==> src/rtl/if_id_pipe.sv <==
// IF/ID 2-entry skid buffer between fetch and decode with flush.
// Optional perf counters enabled by IF_ID_PIPE_PERF_CNT_EN.
module if_id_pipe #(
  parameter int unsigned  N   = 32,
  parameter logic [N-1:0] NOP = '0
) (
  input  logic         CLK,
  input  logic         RST,
  input  logic [N-1:0] inst_i,
  input  logic [N-1:0] pc_i,
  input  logic         valid_i,
  output logic         ready_o,
  input  logic         flush_i,
  output logic [N-1:0] inst_o,
  output logic [N-1:0] pc_o,
  output logic         valid_o,
  input  logic         ready_i
`ifdef IF_ID_PIPE_PERF_CNT_EN
  ,
  output logic [15:0]  stall_cnt_o,
  output logic [15:0]  flush_cnt_o
`endif
);

  typedef enum logic [1:0] {
    EMPTY,
    ONE,
    FULL
  } occ_e;

  occ_e         state_q, state_d;
  logic [N-1:0] hd_inst_q, hd_inst_d;
  logic [N-1:0] hd_pc_q, hd_pc_d;
  logic [N-1:0] tl_inst_q, tl_inst_d;
  logic [N-1:0] tl_pc_q, tl_pc_d;
  logic         ready_q, ready_d;
  logic         push, pop;

  assign valid_o = (state_q != EMPTY);
  assign ready_o = ready_q;
  assign inst_o  = hd_inst_q;
  assign pc_o    = hd_pc_q;

  assign push = valid_i & ready_q;
  assign pop  = valid_o & ready_i;

  always_comb begin
    state_d   = state_q;
    hd_inst_d = hd_inst_q;
    hd_pc_d   = hd_pc_q;
    tl_inst_d = tl_inst_q;
    tl_pc_d   = tl_pc_q;
    if (flush_i) begin
      state_d   = EMPTY;
      hd_inst_d = NOP;
    end else begin
      unique case (state_q)
        EMPTY: begin
          if (push) begin
            state_d   = ONE;
            hd_inst_d = inst_i;
            hd_pc_d   = pc_i;
          end
        end
        ONE: begin
          unique case (1'b1)
            push & ~pop: begin
              state_d   = FULL;
              tl_inst_d = inst_i;
              tl_pc_d   = pc_i;
            end
            ~push & pop: begin
              state_d   = EMPTY;
              hd_inst_d = NOP;
            end
            push & pop: begin
              hd_inst_d = inst_i;
              hd_pc_d   = pc_i;
            end
            default: ;
          endcase
        end
        FULL: begin
          if (pop) begin
            state_d   = ONE;
            hd_inst_d = tl_inst_q;
            hd_pc_d   = tl_pc_q;
          end
        end
        default: state_d = EMPTY;
      endcase
    end
    ready_d = (state_d != FULL);
  end

  always_ff @(posedge CLK or negedge RST) begin
    if (!RST) begin
      state_q   <= EMPTY;
      ready_q   <= 1'b0;
      hd_inst_q <= NOP;
      hd_pc_q   <= '0;
      tl_inst_q <= '0;
      tl_pc_q   <= '0;
    end else begin
      state_q   <= state_d;
      ready_q   <= ready_d;
      hd_inst_q <= hd_inst_d;
      hd_pc_q   <= hd_pc_d;
      tl_inst_q <= tl_inst_d;
      tl_pc_q   <= tl_pc_d;
    end
  end

`ifdef IF_ID_PIPE_PERF_CNT_EN
  logic [15:0] stall_cnt_q, flush_cnt_q;
  logic [1:0]  occ, drop;
  logic [16:0] fsum;

  // An entry popped during the flush cycle was consumed, not discarded.
  assign occ  = (state_q == FULL) ? 2'd2 :
                (state_q == ONE)  ? 2'd1 : 2'd0;
  assign drop = flush_i ? (occ - {1'b0, pop}) : 2'd0;
  assign fsum = {1'b0, flush_cnt_q} + {15'd0, drop};

  always_ff @(posedge CLK or negedge RST) begin
    if (!RST) begin
      stall_cnt_q <= '0;
      flush_cnt_q <= '0;
    end else begin
      if (valid_o && !ready_i && stall_cnt_q != 16'hFFFF)
        stall_cnt_q <= stall_cnt_q + 16'd1;
      flush_cnt_q <= fsum[16] ? 16'hFFFF : fsum[15:0];
    end
  end

  assign stall_cnt_o = stall_cnt_q;
  assign flush_cnt_o = flush_cnt_q;
`endif

endmodule

==> config.mk <==
export PLATFORM = sky130hd
export DESIGN_NAME = if_id_pipe
export DESIGN_NICKNAME = d
export VERILOG_FILES = /design/src/rtl/if_id_pipe.sv
export SDC_FILE = /design/constraint.sdc
export NUM_CORES = 1
export LEC_CHECK = 0
export CORE_MARGIN = 1.5
export CORE_UTILIZATION = 23
export CTS_CLUSTER_DIAMETER = 40
export DETAILED_ROUTE_END_ITERATION = 16
export GPL_TIMING_DRIVEN = 1
export PLACE_DENSITY = 0.48
export SLEW_MARGIN = 40
export SYNTH_ARGS = -nofsm -noshare
export SYNTH_HDL_FRONTEND = slang
export SYNTH_SLANG_ARGS = --single-unit
==> constraint.sdc <==
create_clock -name CLK -period 4.86 [get_ports CLK]
set_input_delay 0.486 -clock CLK [delete_from_list [all_inputs] [get_ports CLK]]
set_output_delay 0.486 -clock CLK [all_outputs]
set_load 0.05 [all_outputs]
======== Word-level counts from Yosys, hierarchy flattened ========
Cells that the tools add are included.
word-level totals
  input port bits ......................... 69
  output and inout port bits .............. 66
  word-level logic and storage cells ...... 44
  register bits ........................... 131
cells by class
  bitwise gates (word level) .............. 8
  reductions and logical operators ........ 7
  eq/ne operators ......................... 9
  muxes and demuxes ....................... 14
operator list
  operator            number
  $mux 32             6
  $pmux 32 s3         2
  $pmux 32 s2         1
  $ne 2x2->1 const B  4
  $mux 2              3
  $ne 3x3->1 const B  2
  $pmux 2 s3          1
  $and 1x1->1         5
  $reduce_and 5->1    1
  $ne 4x4->1 const B  1
  $pmux 2 s2          1
  $reduce_and 4->1    1
  $reduce_bool 4->1   1
  $not 1->1           3
  $reduce_and 3->1    1
  $reduce_bool 3->1   1
  $eq 2x1->1 const B  1
  $eq 2x2->1 const B  1
  $logic_not 2->1     1
  $reduce_bool 2->1   1

======== Depth between registers and ports, before layout ========
  depth in word-level cells ............... 8
  depth in mapped cells ................... 13
  mapped depth without buffers ............ 10

======== Least setup slack after synthesis ========
OpenSTA, ideal clock, no wires.
  path type ............................... reg2reg
  start ................................... register state_q[1]
  end ..................................... register hd_inst_q[0] (netlist: inst_o[0])
  path buffers ............................ 3
  cell stages (with the launch flop) ...... 14
  clock period less this slack ............ 2.478 ns
  slack ................................... 2.382 ns
  data required time ...................... 4.771 ns
  library setup time ...................... 0.089 ns
  data arrival time ....................... 2.390 ns
  path through ............................ dfrtp_1 inv_1 ha_1 clkbuf_2 inv_1 nand2_1 inv_1 ha_1 nand2b_1 o22a_2 and2_1 buf_6 buf_6 a211oi_2
between the ends
  longest elaborated chain between the ends .. 6
  elaborated cells between the ends (all ways) .. 15
  classes of those cells .................. 5 x eq/ne; 3 x mux; 3 x bitwise; 4 x reduce/logical
ends and longest elaborated chain
  element                         RTL line  source
  start, declared                 31        occ_e state_q, state_d;
  start signal, assigned          105       state_q <= state_d;
  $reduce_bool 2->1 *             39        assign valid_o = (state_q != EMPTY);
  via valid_o                     16        output logic valid_o,
  $and 1x1->1 *                   45        assign pop = valid_o & ready_i;
  $and 1x1->1 (on tied branches)  76, 72
  $pmux 32 s2                     66        unique case (1'b1)
  $pmux 32 s3                     57        unique case (state_q)
  $mux 32                         53        if (flush_i) begin
  end signal, assigned            107       hd_inst_q <= hd_inst_d;
  end, declared                   32        logic [N-1:0] hd_inst_q, hd_inst_d;
Mark *: on every way through the listed nets, which the timed path passes. The rest lies on a longest branch.
A chain may end at the register's enable or synchronous reset.

======== Final worst setup path ========
  start ................................... register state_q[1]
  end ..................................... register hd_inst_q[24] (netlist: inst_o[24])
between the ends
  longest elaborated chain between the ends .. 6
  elaborated cells between the ends (all ways) .. 15
  classes of those cells .................. 5 x eq/ne; 3 x mux; 3 x bitwise; 4 x reduce/logical
ends and longest elaborated chain
  element                         RTL line
  $reduce_bool 2->1               39
  $and 1x1->1                     45
  $and 1x1->1 (on tied branches)  76, 72
  $pmux 32 s2                     66
  $pmux 32 s3                     57
  $mux 32                         53
Several ways; a longest one is shown, not always the timed one.

==> impl_metrics.env <==
export IMPL_p_int_w=0.00371
export IMPL_p_sw_w=0.00260
export IMPL_power_frac_clock=0.228
export IMPL_areaGrowthSynthToFinish_pct=38.9
export IMPL_numClockSinks=131
export IMPL_swShare=0.412
export IMPL_irDropWorstVdd_mv=0.386
export IMPL_hold_viol_final=0
export IMPL_cts_tree="done"
export IMPL_die_x_um=164
export IMPL_yosys_warnings=0
export IMPL_hold_class="reg -> reg"
export IMPL_hpwl_mm=9.90
export IMPL_arrival_ns=3.35
export IMPL_ctsResizeCount=0
export IMPL_skew_ns=0.00790
export IMPL_relSlewSlack=0.552
export IMPL_ys_flop_type="dfrtp_1"
export IMPL_synth_async_reset_ratio=1.00
export IMPL_clock_latency_ns=0.41
export IMPL_synth_top_family_by_area="multiplexers"
export IMPL_outcome="finished clean"
export IMPL_synth_compound_area_frac=0.144
export IMPL_n_antenna_cell=0
export IMPL_crit_start="state_q[1]$_DFF_PN0_"
export IMPL_setup_tns_ns=0
export IMPL_rsz0062_at_grt="false"
export IMPL_vias_per_cell=4.50
export IMPL_timing_final_crit_share=0.636
export IMPL_drv_cap=0
export IMPL_ys_seq_area_frac=0.547
export IMPL_cts_buffer_depth=2
export IMPL_antenna_found_initial=0
export IMPL_grt_pass1_wl_mm=24.2
export IMPL_synth_adder_area_share=0.0146
export IMPL_end_kind="flip-flop"
export IMPL_grt_max_degree=96
export IMPL_p_seq_frac=0.304
export IMPL_final_layout_size_suffix_gt1_frac=0.310
export IMPL_dp_cells=860
export IMPL_finalNonFillerCells=894
export IMPL_r2r_start="state_q[1]$_DFF_PN0_"
export IMPL_nNetsFinal=627
export IMPL_coreArea_um2=25400
export IMPL_crit_required_ns=5.12
export IMPL_antenna_left=0
export IMPL_syn_avg_cell_area_um2=14.1
export IMPL_whs_ns=0.489
export IMPL_synthTopCellsByArea="dfrtp_1, mux2_2, a211oi_2"
export IMPL_comb_power_share=0.468
export IMPL_routed_wl_mm=15.2
export IMPL_place_congestion=0.765
export IMPL_p_leak_nw=3.38
export IMPL_start_util=0.236
export IMPL_slew_viol_final=0
export IMPL_die_h_um=164
export IMPL_clk_pin_slew_ns=0.06
export IMPL_dr_pass1_iters=4
export IMPL_portBuffers=134
export IMPL_cts_root_buffer="clkbuf_16"
export IMPL_first_global_vias=4430
export IMPL_cts_setup_buffers=0
export IMPL_synth_most_common_cell="dfrtp_1"
export IMPL_min_delay_start="pc_o[25]$_DFFE_PN0P_"
export IMPL_syn_num_nets=502
export IMPL_cts_hold_buffers=0
export IMPL_synthXorXnorAreaFrac=0
export IMPL_drcViolationCount=0
export IMPL_synth_simple_gate_area_frac=0.0136
export IMPL_ctsHtreeMaxLevel=4
export IMPL_finalPower_w=0.00631
export IMPL_cellPowerDensity_nw_per_um2=759
export IMPL_grt_usage=0.118
export IMPL_fmax_mhz=323
export IMPL_r2r_setup_slack_ns=1.77
export IMPL_route_vias_total=4022
export IMPL_detail_route_wl_per_cell_um=17.0
export IMPL_grt_overflow=0
export IMPL_postSynthRegisterBits=131
export IMPL_fin_util=0.328
export IMPL_syn_instance_count=426
export IMPL_synth_edff_count=0
export IMPL_criticalPathCategory="reg -> reg"
export IMPL_yosysTopAreaCell="dfrtp_1"
export IMPL_numCtsBuffers=17
export IMPL_yosysTopAreaCellShare=0.547
export IMPL_drt_iter0_markers=185
export IMPL_worst_slew_pin_slew_ns=0.672
export IMPL_timing_final_crit_period_ns=3.09
export IMPL_critPathLaunchType="flip-flop"
export IMPL_finalSetupViolCount=0
export IMPL_rows=58
export IMPL_die_area_um2=27000
export IMPL_synth_mux_area_frac=0.243
export IMPL_netlist_area_um2=5990
export IMPL_cp_max_fo=33
export IMPL_ios=135
export IMPL_ys_top_cells_by_count="dfrtp_1, mux2_2, a21oi_1, a22oi_1"
export IMPL_synth_cell_types=28
## power by group through the flow
| stage | registers (W) | logic [W] | clock network [W] |
|---|---|---|---|
| floorplan | 0.00280 | 0.00118 | 0 |
| global placement | 0.00192 | 0.00289 | 0 |
| detailed placement | 0.00194 | 0.00299 | 0 |
| CTS | 0.00193 | 0.00299 | 0.00149 |
| global route | 0.00199 | 0.00313 | 0.00155 |
| finish | 0.00192 | 0.00295 | 0.00144 |
## worst max-delay path: stages (launching register included)
cell      delay, ns
dfrtp_1        0.44
inv_1          0.09
ha_1           0.30
inv_1          0.16
nand2_1        0.11
inv_1          0.09
ha_1           0.17
nand2b_1       0.18
o22a_2         0.59
and2_4         0.63
a211oi_2       0.15
## layer usage
| metal | track usage | vias to the layer above | wire length, µm |
|---|---|---|---|
| li1 | - | 1834 | - |
| met2 | 0.186 | 96 | 7370 |
| met3 | 0.0364 | 7 | 827 |
| met1 | 0.155 | 2085 | 6880 |
| met4 | 0.0344 | 0 | 126 |
| met5 | 0 | - | 0 |
## sequential cells by signal, summed over array words and instances, names as in the netlist
| register | count |
|---|---|
| state_q | 2 |
| tl_inst_q | 32 |
| ready_o | 1 |
| pc_o | 32 |
| inst_o | 32 |
| tl_pc_q | 32 |
## layout make-up
class                   instances  area (µm²)
clock buffers                  20         467
clock inverters                12         199
fillers                      2535       17100
inverters                       5        18.8
multi-input cells             254        2500
flip-flops and latches        131        3280
well taps                     330         413
repair buffers                142        1450
## kinds of logic after synthesis
logic type / count (synthesis)
flip-flops: 131
multiplexers: 129
AO/OA/AOI/OAI: 104
buffers and inverters: 41
AND/OR/NAND/NOR: 14
adder cells (fa/ha/maj): 7
## layout by cell type, fill, tap and decap left out, types with 2 or more instances in the layout
| master | instances |
|---|---|
| inv_6 | 3 |
| bufinv_16 | 5 |
| a21oi_1 | 34 |
| buf_4 | 6 |
| mux2_2 | 99 |
| a22oi_1 | 32 |
| a211oi_2 | 30 |
| dfrtp_1 | 131 |
| mux2_1 | 30 |
| buf_16 | 2 |
| inv_1 | 5 |
| clkdlybuf4s50_1 | 132 |
| nand2_1 | 6 |
| a211oi_1 | 2 |
| clkbuf_16 | 17 |
| ha_1 | 6 |
| clkbuf_8 | 3 |
| clkinv_2 | 3 |
## stage by stage
step           area, µm²  setup WS [ns]
2_1_floorplan       5990           2.38
3_3_place_gp        7570           1.47
3_5_place_dp        7620           1.62
4_1_cts             8280           1.76
5_1_grt             8320           1.60
6_report            8320           1.77
## worst paths after layout
| kind | to | cells after the start |
|---|---|---|
| hold / removal | pc_o[25]$_DFFE_PN0P_ | 1 |
| max in group asynchronous | tl_pc_q[1]$_DFFE_PN0P_ | 3 |
| hold reg to reg | pc_o[25]$_DFFE_PN0P_ | 1 |
| min in group asynchronous | tl_pc_q[26]$_DFFE_PN0P_ | 2 |
| setup / recovery | inst_o[24]$_DFFE_PN0P_ | 10 |
| setup reg to reg | inst_o[24]$_DFFE_PN0P_ | 10 |
No activity file was read; power rests on OpenSTA's default activity.
